[src/rtl/arch_state_seq_pkg.sv]
// Shared definitions for the architectural state sequencer.
// Holds the x86 GPR index map (valid when NREGS=8) and the sequencer FSM encoding.
package arch_state_seq_pkg;

  localparam int unsigned REG_EAX = 0;
  localparam int unsigned REG_ECX = 1;
  localparam int unsigned REG_EDX = 2;
  localparam int unsigned REG_EBX = 3;
  localparam int unsigned REG_ESP = 4;
  localparam int unsigned REG_EBP = 5;
  localparam int unsigned REG_ESI = 6;
  localparam int unsigned REG_EDI = 7;

  typedef enum logic {
    ST_EMPTY  = 1'b0,
    ST_ACTIVE = 1'b1
  } state_e;

endpackage

[src/rtl/arch_state_bank.sv]
// One copy of architectural state: GPRs, EIP, EFLAGS and the retire counter.
// Ports:
//   clk, rst_n             clock, async active-low reset
//   ld                     load all fields from ld_* this cycle
//   ld_gpr/eip/eflags/cnt  values to load
//   q_gpr/eip/eflags/cnt   registered contents
module arch_state_bank #(
  parameter int unsigned         WIDTH      = 32,
  parameter int unsigned         NREGS      = 8,
  parameter int unsigned         CNT_W      = 16,
  parameter logic [WIDTH-1:0]    EFLAGS_RST = 32'h0000_0002
) (
  input  logic                   clk,
  input  logic                   rst_n,
  input  logic                   ld,
  input  logic [NREGS*WIDTH-1:0] ld_gpr,
  input  logic [WIDTH-1:0]       ld_eip,
  input  logic [WIDTH-1:0]       ld_eflags,
  input  logic [CNT_W-1:0]       ld_cnt,
  output logic [NREGS*WIDTH-1:0] q_gpr,
  output logic [WIDTH-1:0]       q_eip,
  output logic [WIDTH-1:0]       q_eflags,
  output logic [CNT_W-1:0]       q_cnt
);

  logic [NREGS*WIDTH-1:0] gpr_q, gpr_d;
  logic [WIDTH-1:0]       eip_q, eip_d;
  logic [WIDTH-1:0]       eflags_q, eflags_d;
  logic [CNT_W-1:0]       cnt_q, cnt_d;

  always_comb begin
    gpr_d    = gpr_q;
    eip_d    = eip_q;
    eflags_d = eflags_q;
    cnt_d    = cnt_q;
    if (ld) begin
      gpr_d    = ld_gpr;
      eip_d    = ld_eip;
      eflags_d = ld_eflags;
      cnt_d    = ld_cnt;
    end
  end

  always_ff @(posedge clk or negedge rst_n) begin
    if (!rst_n) begin
      gpr_q    <= '0;
      eip_q    <= '0;
      eflags_q <= EFLAGS_RST;
      cnt_q    <= '0;
    end else begin
      gpr_q    <= gpr_d;
      eip_q    <= eip_d;
      eflags_q <= eflags_d;
      cnt_q    <= cnt_d;
    end
  end

  assign q_gpr    = gpr_q;
  assign q_eip    = eip_q;
  assign q_eflags = eflags_q;
  assign q_cnt    = cnt_q;

endmodule

[src/rtl/arch_state_seq.sv]
// Architectural state sequencer: holds live x86 state, retires commits with
// per-GPR masks, and supports a single save/restore checkpoint.
// Ports:
//   clk, rst_n                       clock, async active-low reset
//   init_valid, i_gpr/eip/eflags     load initial state (highest priority)
//   commit_valid/commit_ready        commit handshake (ready is combinational)
//   w_gpr, gpr_wrmask                candidate GPR values and write mask
//   next_eip, next_eflags            EIP/EFLAGS written on every commit
//   ckpt_save, ckpt_restore          snapshot / roll back
//   o_gpr/eip/eflags, o_retired      registered live state
//   o_loaded, o_ckpt_valid, o_err    status flags (o_err sticky)
module arch_state_seq
  import arch_state_seq_pkg::*;
#(
  parameter int unsigned         WIDTH      = 32,
  parameter int unsigned         NREGS      = 8,
  parameter int unsigned         CNT_W      = 16,
  parameter logic [WIDTH-1:0]    EFLAGS_RST = 32'h0000_0002
) (
  input  logic                   clk,
  input  logic                   rst_n,
  input  logic                   init_valid,
  input  logic [NREGS*WIDTH-1:0] i_gpr,
  input  logic [WIDTH-1:0]       i_eip,
  input  logic [WIDTH-1:0]       i_eflags,
  input  logic                   commit_valid,
  output logic                   commit_ready,
  input  logic [NREGS*WIDTH-1:0] w_gpr,
  input  logic [NREGS-1:0]       gpr_wrmask,
  input  logic [WIDTH-1:0]       next_eip,
  input  logic [WIDTH-1:0]       next_eflags,
  input  logic                   ckpt_save,
  input  logic                   ckpt_restore,
  output logic [NREGS*WIDTH-1:0] o_gpr,
  output logic [WIDTH-1:0]       o_eip,
  output logic [WIDTH-1:0]       o_eflags,
  output logic [CNT_W-1:0]       o_retired,
  output logic                   o_loaded,
  output logic                   o_ckpt_valid,
  output logic                   o_err
);

  state_e state_q, state_d;
  logic   ckpt_valid_q, ckpt_valid_d;
  logic   err_q, err_d;

  logic [NREGS*WIDTH-1:0] live_gpr, snap_gpr, ld_gpr, merged_gpr;
  logic [WIDTH-1:0]       live_eip, snap_eip, ld_eip;
  logic [WIDTH-1:0]       live_eflags, snap_eflags, ld_eflags;
  logic [CNT_W-1:0]       live_cnt, snap_cnt, ld_cnt, cnt_inc;
  logic                   is_active, fire, restore_ok, save_ok, live_ld, bad_req;

  always_comb begin
    is_active    = (state_q == ST_ACTIVE);
    commit_ready = is_active && !init_valid && !ckpt_restore;
    fire         = commit_valid && commit_ready;
    restore_ok   = is_active && ckpt_restore && ckpt_valid_q;
    // Restore wins over a simultaneous save; init overrides both.
    save_ok      = is_active && ckpt_save && !ckpt_restore && !init_valid;
    bad_req      = (ckpt_restore && !ckpt_valid_q) ||
                   (!is_active && (ckpt_save || ckpt_restore || commit_valid));

    merged_gpr = live_gpr;
    for (int unsigned k = 0; k < NREGS; k++) begin
      if (gpr_wrmask[k]) merged_gpr[k*WIDTH +: WIDTH] = w_gpr[k*WIDTH +: WIDTH];
    end
    cnt_inc = (live_cnt == '1) ? live_cnt : live_cnt + CNT_W'(1);

    live_ld   = init_valid || restore_ok || fire;
    ld_gpr    = merged_gpr;
    ld_eip    = next_eip;
    ld_eflags = next_eflags;
    ld_cnt    = cnt_inc;
    if (init_valid) begin
      ld_gpr    = i_gpr;
      ld_eip    = i_eip;
      ld_eflags = i_eflags;
      ld_cnt    = '0;
    end else if (restore_ok) begin
      ld_gpr    = snap_gpr;
      ld_eip    = snap_eip;
      ld_eflags = snap_eflags;
      ld_cnt    = snap_cnt;
    end

    state_d      = state_q;
    ckpt_valid_d = ckpt_valid_q;
    err_d        = err_q;
    if (init_valid) begin
      state_d      = ST_ACTIVE;
      ckpt_valid_d = 1'b0;
      err_d        = 1'b0;
    end else begin
      if (save_ok) ckpt_valid_d = 1'b1;
      if (bad_req) err_d = 1'b1;
    end
  end

  always_ff @(posedge clk or negedge rst_n) begin
    if (!rst_n) begin
      state_q      <= ST_EMPTY;
      ckpt_valid_q <= 1'b0;
      err_q        <= 1'b0;
    end else begin
      state_q      <= state_d;
      ckpt_valid_q <= ckpt_valid_d;
      err_q        <= err_d;
    end
  end

  arch_state_bank #(
    .WIDTH(WIDTH), .NREGS(NREGS), .CNT_W(CNT_W), .EFLAGS_RST(EFLAGS_RST)
  ) u_live (
    .clk(clk), .rst_n(rst_n), .ld(live_ld),
    .ld_gpr(ld_gpr), .ld_eip(ld_eip), .ld_eflags(ld_eflags), .ld_cnt(ld_cnt),
    .q_gpr(live_gpr), .q_eip(live_eip), .q_eflags(live_eflags), .q_cnt(live_cnt)
  );

  // Snapshot samples the pre-edge live state, so a save alongside a commit
  // captures the values before that commit.
  arch_state_bank #(
    .WIDTH(WIDTH), .NREGS(NREGS), .CNT_W(CNT_W), .EFLAGS_RST(EFLAGS_RST)
  ) u_snap (
    .clk(clk), .rst_n(rst_n), .ld(save_ok),
    .ld_gpr(live_gpr), .ld_eip(live_eip), .ld_eflags(live_eflags), .ld_cnt(live_cnt),
    .q_gpr(snap_gpr), .q_eip(snap_eip), .q_eflags(snap_eflags), .q_cnt(snap_cnt)
  );

  assign o_gpr        = live_gpr;
  assign o_eip        = live_eip;
  assign o_eflags     = live_eflags;
  assign o_retired    = live_cnt;
  assign o_loaded     = is_active;
  assign o_ckpt_valid = ckpt_valid_q;
  assign o_err        = err_q;

endmodule

[config.mk]
export PLATFORM = sky130hd
export DESIGN_NAME = arch_state_seq
export DESIGN_NICKNAME = d
export VERILOG_FILES = /design/src/rtl/arch_state_seq_pkg.sv /design/src/rtl/arch_state_bank.sv /design/src/rtl/arch_state_seq.sv
export SDC_FILE = /design/constraint.sdc
export NUM_CORES = 2
export LEC_CHECK = 0
export BUFFER_PORTS_ARGS = -buffer_cell sky130_fd_sc_hd__buf_2
export CORE_AREA = 2 2 389 391
export CTS_BUF_LIST = sky130_fd_sc_hd__clkbuf_8 sky130_fd_sc_hd__clkbuf_16
export DETAILED_ROUTE_END_ITERATION = 16
export DIE_AREA = 0 0 391 393
export PLACE_DENSITY = 0.5
export SKIP_CTS_REPAIR_TIMING = 1
export SLEW_MARGIN = 20
export SYNTH_ARGS = -nofsm -noshare
export SYNTH_HDL_FRONTEND = slang
export SYNTH_HIERARCHICAL = 1
export SYNTH_SLANG_ARGS = --single-unit
[constraint.sdc]
create_clock -name clk -period 5.95 [get_ports clk]
set_input_delay 1.19 -clock clk [delete_from_list [all_inputs] [get_ports clk]]
set_output_delay 1.19 -clock clk [all_outputs]
set_load 0.05 [all_outputs]
==> flow_metrics.tcl <==
set metrics [dict create \
    cts_tree "done" \
    final.min_clock_period_ps 3400 \
    critPathMaxFanout 97 \
    coreArea_um2 149000 \
    dieHeight_um 393 \
    drt_first_pass_iters 5 \
    drt_first_iter_violations 1177 \
    ys_ff_latch 675 \
    setup_viol 0 \
    synth_edf_count 0 \
    grt_pass1_wl_um 175000 \
    hp-class "in2async" \
    synth_top_area_share_pct 48.2 \
    final_hold_viol_count 0 \
    syn2layout_area_growth_pct 28.0 \
    drv_slew 0 \
    path_class "in2out" \
    drive_above_1_share_pct 45.4 \
    wl_um 118000 \
    worst_pin_slew_ps 1090 \
    finClkSkew_ps 32.9 \
    start_util_pct 23.4 \
    ys.warnings.count 6 \
    max-slew-margin-rel_pct 27.2 \
    numCtsBuffers 83 \
    syn-num-nets 3844 \
    leakagePower_nw 21.3 \
    io_buffers 993 \
    synth_flop_cell "dfrtp_1" \
    status "complete, no violations" \
    htree_levels 3 \
    ys_types 46 \
    synthTopCellsByArea "dfrtp_1 (48%), mux2_2 (19%), mux2i_1 (9.2%)" \
    end_kind "output port" \
    synthCells 3189 \
    grt_util_all_layers_pct 14.7 \
    grt_max_degree 185 \
    vias 27800 \
    wire_per_inst_um 19.3 \
    antenna_found_initial 59 \
    cts_buffer_depth 3 \
    via_per_inst 4.54 \
    tns_ps 0 \
    drc_errors 0 \
    powerDensity_nw_per_um2 359 \
    rsz0062_at_grt "no" \
    cp.arrival_ps 2210 \
    ys_async_sr_fraction_pct 100 \
    irDropWorstVdd_v 0.000187 \
    clock-sinks 675 \
    postRouteAntennaNets 0 \
    hpwlAfterDp_um 84100 \
    grt_pass1_vias 27700 \
    cap_violations 0 \
    yosys-top-cells-count "dfrtp_1 (673), mux2_2 (592), o21ai_0 (334)" \
    start_kind "primary input" \
    min_period_over_period_pct 57.1 \
    nNetsFinal 4747 \
    synth.most_common_cell "dfrtp_1" \
    cts_root_buf "clkbuf_16" \
    worstPathRequired_ps 4760 \
    clkTransAtPathRegs_ps 60 \
    grt_overflow_total 0 \
    synth_area_leader_cell "dfrtp_1" \
    die-area_um2 154000 \
    die_x_um 391 \
    post-route-util_pct 30.0 \
    gp_congestion 0.847 \
    ys_seq_area_share_pct 48.3 \
    io-pin-count 994 \
    fp-row-count 142 \
    fmax_ghz 0.294 \
    clock_latency_ps 680 \
    rrSetupSlack_ps 3180 \
    syn_area_per_cell_um2 11.0 \
    netlist_area_um2 35000 \
]
registers in the layout (all words and copies together) (netlist names):
register / count
u_live/q_gpr: 256
u_snap/q_gpr: 256
u_live/q_eflags: 32
u_live/q_eip: 32
u_snap/q_eflags: 32
u_snap/q_eip: 32
u_live/q_cnt: 16
u_snap/q_cnt: 16
o_ckpt_valid: 1
o_err: 1
o_loaded: 1
layout make-up:
type / count / area, um^2
Clock buffer: 104 / 2380
Fill cell: 15700 / 104000
Clock inverter: 47 / 464
Tap cell: 1944 / 2430
Sequential cell: 675 / 16900
Multi-Input combinational cell: 2259 / 16800
Timing Repair Buffer: 1071 / 5750
Antenna cell: 17 / 42.5
Inverter: 2 / 7.51
report_power, final:
group	internal, W	switching (W)
combinational	0.00172	0.00270
clock	0.00310	0.00213
sequential	0.00565	0.000767
total	0.0105	0.00560
layer usage:
layer / GRT usage [%] / routed length [um] / up-vias / share of wire, %
met5: 0 / 300 / - / 0.25
met1: 18.2 / 50000 / 13700 / 42
li1: - / - / 13100 / -
met2: 24.8 / 57200 / 800 / 48
met4: 4.39 / 2720 / 44 / 2.3
met3: 4.02 / 7960 / 211 / 6.7
path summary, 6_finish.rpt:
path | start | endpoint | cells after the start
worst max-delay path | init_valid | commit_ready | 3
worst min-delay path | rst_n | u_live/q_eflags[15] | 1
worst max register to register | o_ckpt_valid | u_live/q_gpr[135] | 6
worst min register to register | u_snap/q_cnt[15] | u_snap/q_cnt[15] | 1
max in group asynchronous | rst_n | u_snap/q_gpr[44] | 2
min in group clk | u_snap/q_cnt[15] | u_snap/q_cnt[15] | 1
worst max-delay path, cell delays in order:
cell	delay [ps]
buf_8	220
nor3b_1	420
buf_2	350
layout by cell type (no fill, tap or decap), drive strengths merged, types with 3 or more instances in the layout:
cell type	n
dfrtp	673
nand3	13
nand4	7
clkbuf	104
nor4	4
buf	1071
mux2i	322
nor3	8
a311oi	3
nand2	333
nor2	269
clkinv	19
bufinv	6
diode	17
a211oi	3
a21o	4
o21ai	334
a21oi	260
inv	23
and3	3
mux2	672
per-stage QoR:
step	setup WS, ps	cells	hold slack [ps]	cell area, um^2	total power [W]
after floorplan	1930	3189	475	35000	0.00952
after global placement	2000	5951	484	41900	0.0109
after detailed placement	2010	5951	493	41900	0.0109
after CTS	2530	6102	407	44700	0.0163
after global routing	2420	6116	450	44800	0.0169
final	2550	6119	467	44800	0.0161
cell families after synthesis:
kind of cell	count (synthesis)	share of synthesized area (%)
flops	675	48.3
simple gates	649	7.27
xor+xnor	1	0.0250
mux	994	31.7
buf+inv	255	3.69
compound gates	614	8.96
fa+ha+maj	1	0.0358
No activity file was read; power rests on OpenSTA's default activity.
